## src/rtl/cpu_datapath.sv

```systemverilog
// Datapath for the simple 16-bit CPU: IR, register file, A/B/C pipeline registers, shifter, ALU and status flags.
// All outputs are registered; the FSM controller sequences every load and write.
module cpu_datapath #(
  parameter int WIDTH = 16
) (
  input  logic             clk,
  input  logic             reset,
  input  logic [WIDTH-1:0] in,
  input  logic             load_ir,
  input  logic [3:0]       vsel,
  input  logic             asel,
  input  logic             bsel,
  input  logic [2:0]       nsel,
  input  logic             loada,
  input  logic             loadb,
  input  logic             loadc,
  input  logic             loads,
  input  logic             write,
  input  logic [WIDTH-1:0] mdata,
  input  logic [7:0]       PC,
  output logic [2:0]       opcode,
  output logic [1:0]       op,
  output logic [WIDTH-1:0] datapath_out,
  output logic             Z,
  output logic             N,
  output logic             V
);

  logic [WIDTH-1:0] ir;
  logic [WIDTH-1:0] rf [0:7];
  logic [WIDTH-1:0] a_reg, b_reg, c_reg;
  logic             z_reg, n_reg, v_reg;

  logic [2:0]       rn, rd, rm, reg_num;
  logic [1:0]       sh;
  logic [WIDTH-1:0] sximm8, sximm5;
  logic [WIDTH-1:0] read_data, write_data;
  logic [WIDTH-1:0] b_shift, alu_a, alu_b, alu_res;
  logic             alu_z, alu_n, alu_v;

  assign opcode = ir[15:13];
  assign op     = ir[12:11];
  assign rn     = ir[10:8];
  assign rd     = ir[7:5];
  assign sh     = ir[4:3];
  assign rm     = ir[2:0];
  assign sximm8 = {{(WIDTH-8){ir[7]}}, ir[7:0]};
  assign sximm5 = {{(WIDTH-5){ir[4]}}, ir[4:0]};

  // Illegal nsel codes fall back to R0 rather than merging register numbers.
  always_comb begin
    reg_num = 3'd0;
    case (nsel)
      3'b001:  reg_num = rn;
      3'b010:  reg_num = rd;
      3'b100:  reg_num = rm;
      default: reg_num = 3'd0;
    endcase
  end

  assign read_data = rf[reg_num];

  always_comb begin
    write_data = '0;
    case (vsel)
      4'b1000: write_data = mdata;
      4'b0100: write_data = sximm8;
      4'b0010: write_data = {{(WIDTH-8){1'b0}}, PC};
      4'b0001: write_data = c_reg;
      default: write_data = '0;
    endcase
  end

  always_comb begin
    b_shift = b_reg;
    case (sh)
      2'b00: b_shift = b_reg;
      2'b01: b_shift = {b_reg[WIDTH-2:0], 1'b0};
      2'b10: b_shift = {1'b0, b_reg[WIDTH-1:1]};
      2'b11: b_shift = {b_reg[WIDTH-1], b_reg[WIDTH-1:1]};
    endcase
  end

  assign alu_a = asel ? '0 : a_reg;
  assign alu_b = bsel ? sximm5 : b_shift;

  always_comb begin
    alu_res = '0;
    alu_v   = 1'b0;
    case (op)
      2'b00: begin
        alu_res = alu_a + alu_b;
        alu_v   = (alu_a[WIDTH-1] == alu_b[WIDTH-1]) && (alu_res[WIDTH-1] != alu_a[WIDTH-1]);
      end
      2'b01: begin
        alu_res = alu_a - alu_b;
        alu_v   = (alu_a[WIDTH-1] != alu_b[WIDTH-1]) && (alu_res[WIDTH-1] != alu_a[WIDTH-1]);
      end
      2'b10: alu_res = alu_a & alu_b;
      2'b11: alu_res = ~alu_b;
    endcase
  end

  assign alu_z = (alu_res == '0);
  assign alu_n = alu_res[WIDTH-1];

  // Reset wins over every load and write in the same cycle.
  always_ff @(posedge clk) begin
    if (reset) begin
      ir    <= '0;
      a_reg <= '0;
      b_reg <= '0;
      c_reg <= '0;
      z_reg <= 1'b0;
      n_reg <= 1'b0;
      v_reg <= 1'b0;
      for (int i = 0; i < 8; i++) rf[i] <= '0;
    end else begin
      if (load_ir) ir <= in;
      if (loada)   a_reg <= read_data;
      if (loadb)   b_reg <= read_data;
      if (loadc)   c_reg <= alu_res;
      if (loads) begin
        z_reg <= alu_z;
        n_reg <= alu_n;
        v_reg <= alu_v;
      end
      if (write) rf[reg_num] <= write_data;
    end
  end

  assign datapath_out = c_reg;
  assign Z = z_reg;
  assign N = n_reg;
  assign V = v_reg;

endmodule

```

## config.mk

```make
export PLATFORM = sky130hd
export DESIGN_NAME = cpu_datapath
export DESIGN_NICKNAME = d
export VERILOG_FILES = /design/src/rtl/cpu_datapath.sv
export SDC_FILE = /design/constraint.sdc
export NUM_CORES = 1
export LEC_CHECK = 0
export BUFFER_PORTS_ARGS = -buffer_cell sky130_fd_sc_hd__buf_2
export CAP_MARGIN = 40
export CELL_PAD_IN_SITES_DETAIL_PLACEMENT = 1
export CELL_PAD_IN_SITES_GLOBAL_PLACEMENT = 1
export CORE_MARGIN = 4
export CORE_UTILIZATION = 44
export CTS_CLUSTER_SIZE = 16
export DETAILED_ROUTE_END_ITERATION = 7
export PLACE_DENSITY = 0.85
export SYNTH_ARGS = -nofsm -noshare
export SYNTH_HDL_FRONTEND = slang
export SYNTH_SLANG_ARGS = --single-unit
```

## constraint.sdc

```tcl
create_clock -name clk -period 3.85 [get_ports clk]
set_clock_uncertainty 0.05 [all_clocks]
set_input_delay 0.385 -clock clk [delete_from_list [all_inputs] [get_ports clk]]
set_output_delay 0.385 -clock clk [all_outputs]
set_load 0.005 [all_outputs]
```

==> metrics <==
Hold WC Path Type=input pin to flip-flop; Post-synth EDFFs=128; # DRC=0; number of synthesized register bits=195; Vias per Instance=6.02; Crit. End Element=flip-flop; most frequent CP cell=nor2_1; final hold vios=0; status=finished clean; Worst-Margin Slew=0.950 ns; WL/cell=23.2 um; vias post-DR=9,423; sinks on the clock net=195; Cell Area, Placed=11,600 um^2; Total Power=5.21 mW; Hold-fix buffers, CTS=0; fillers=2,710; antenna violations before repair=1; TritonCTS Buffers=17; max reg flops=128; Leak=4.69 nW; Largest Register=rf; max incr delay on CP=0.48 ns; Syn Area/Cell=9.23 um^2; dominant cell type by area after synthesis=edfxtp_1; Slew Limit Fails=0; vias in the first global route=9,886; # diodes=0; Syn Inst Count=1,150; max_cap viols=0; CP Cell Sequence=nor2_1, a22oi_1, o21ai_1, ha_1, fa_1, nor2_1, nor2_1, o21ai_0, xor2_1, mux4_2, nand4b_1, nor4_2, nor4bb_1, nand4bb_1, o21ai_1; post-synth top area share=0.362; share of cells above drive strength 1=0.163; DIE WIDTH=163 um; gr ovfl total=0; Min Clock Period, post-route=3.69 ns; dominant synthesized flop cell=edfxtp_1; area added between synthesis and finish=15.6%; asr flop ratio synth=0; Ys Warns=0; WS Path Type=flip-flop to flip-flop; PwrDens=425 nW/um^2; RePlAce Congestion=0.882; Clock Latency Late Sink=0.46 ns; family with the most delay on the worst path=simple AND/OR/NAND/NOR gates; clock tree buffer depth=2; ANT nets after route=0; Initial Util=0.449; FMAX=271 MHz; TritonCTS clock tree=yes; crit path max fanout=12; PortBufs=80; Detailed Routing Iterations Pass 1=5; clk slew on worst S/H paths=0.09 ns; CP bufs+invs=0; Ports=81; synth top area cells=edfxtp_1, dfxtp_1, nor2_1; Net Count, Synth=1,241; first-pass GRT wire length=55.1 mm; Core Rows=56; required time of the worst setup path=4.18 ns; Slowest-stage cell, CP=fa_1; die area=26,700 um^2; Core Footprint=23,600 um^2; nets@finish=1,325; GRT Total Usage=0.269; H-tree levels=4; Final Cell Area=12,300 um^2; crit start category=flip-flop; HPWL Detailed=24.9 mm; relative slew slack=0.367; Root Buffer=clkbuf_16; final worst path period share=0.958; starting DRC count in detailed routing=827; critical path arrival=4.02 ns; register area share after synthesis=0.489; mapped cell area=10,600 um^2; VDD IR-drop max=0.000369 V; Routed WL=36.3 mm; Die Height=163 um; setup violators final=0; Final Util=0.519; largest net degree at the start of global routing=70; Netlist cell types=63; setup tns final=0 ns
==> cell usage after synthesis, drive strengths merged, types with 3 or more instances <==
library cell / number
xor2: 6
mux2: 3
a22oi: 6
a221oi: 17
a311oi: 15
a31oi: 22
mux2i: 48
edfxtp: 128
o211ai: 5
nand2b: 20
xnor2: 9
o21bai: 4
o21a: 7
a211oi: 41
buf: 16
nor4: 3
a21o: 3
or3: 4
a221o: 3
inv: 31
nor3: 12
a21oi: 34
nor3b: 5
o22ai: 5
nor4b: 4
nor2: 227
nand2: 153
ha: 32
nor2b: 22
clkbuf: 63
dfxtp: 67
nand3: 38
mux4: 4
o21ai: 41
and3: 17
a22o: 9
==> path summary, 6_finish.rpt <==
check,from,depth (start not counted),endpoint,slack [ns]
worst max-delay path,ir[4],15,Z,0.16
worst min-delay path,in[9],3,ir[9],0.12
worst max register to register,ir[4],15,Z,0.16
worst min register to register,Z,2,Z,0.43
==> cells by family after synthesis <==
logic type | after synthesis | synth area share
buffers and inverters | 110 | 0.0420
adders and majority gates | 34 | 0.0415
and+or+nand+nor | 517 | 0.213
muxes | 55 | 0.0570
xor gates and xnor gates | 15 | 0.0124
AOI/OAI and AO/OA | 224 | 0.146
DFF | 195 | 0.489
==> layer usage <==
metal	vias to the layer above	GRT usage	share of wire	wire (um)
met1	4683	0.328	0.38	13900
li1	4263	-	-	-
met4	2	0.112	0.042	1510
met3	108	0.0472	0.067	2430
met5	-	0	0.00030	11
met2	367	0.472	0.51	18400
==> cell usage in the layout (no fill, tap or decap), types with 5 or more instances in the layout <==
cell type and n:
a311oi_1 15, o211ai_1 5, o22ai_1 5, edfxtp_1 128
o21ai_1 5, buf_4 61, and3_1 17, a221oi_1 17
nand2b_1 20, nor3_1 12, a211oi_1 40, o21a_1 7
inv_1 30, a22oi_1 6, nor3b_1 5, xor2_1 6
a22o_1 8, dfxtp_1 65, nand3_1 38, nor2_1 226
mux2i_1 48, clkbuf_16 17, nand2_1 153, buf_2 81
a21oi_1 29, xnor2_1 9, ha_1 29, a31oi_1 22
o21ai_0 36, nor2b_1 22
==> final cells by class <==
| class | instances | area [um^2] | share of cell area |
|---|---|---|---|
| tap | 319 | 399 | 0.0326 |
| multi-input combinational | 845 | 5050 | 0.412 |
| timing repair buffer | 144 | 893 | 0.0729 |
| clock buffer | 18 | 429 | 0.0350 |
| clock inverter | 14 | 184 | 0.0150 |
| inverter | 31 | 116 | 0.00949 |
| sequential | 195 | 5190 | 0.423 |
==> through the flow <==
step | setup WS (ns) | instances | hold WS [ns]
5_1_grt | -0.0726 | 1566 | 0.139
6_report | 0.162 | 1566 | 0.120
4_1_cts | 0.00344 | 1564 | 0.119
2_1_floorplan | 0.272 | 1150 | 0.408
3_3_place_gp | 0.258 | 1529 | 0.405
3_5_place_dp | 0.0832 | 1532 | 0.427
==> tightest hold or removal path: cells and delay by family <==
family	cells	cell delay, ns
AND/OR/NAND/NOR	1	0.08
buffers and inverters	1	0.07
multiplexers	1	0.06
==> timing repair <==
action                     CTS  global route
gates resized for setup      1            11
pin swaps                    0             4
buffers inserted             0             2
gates cloned                 0             0
hold endpoints to repair     0             0
setup endpoints to repair    1             6
==> power breakdown <==
part | total (mW) | switching [mW] | internal (mW)
registers | 2.42 | 0.0896 | 2.33
logic | 0.884 | 0.545 | 0.339
clock network | 1.91 | 0.963 | 0.944
Power figures use the tool's default switching activity.
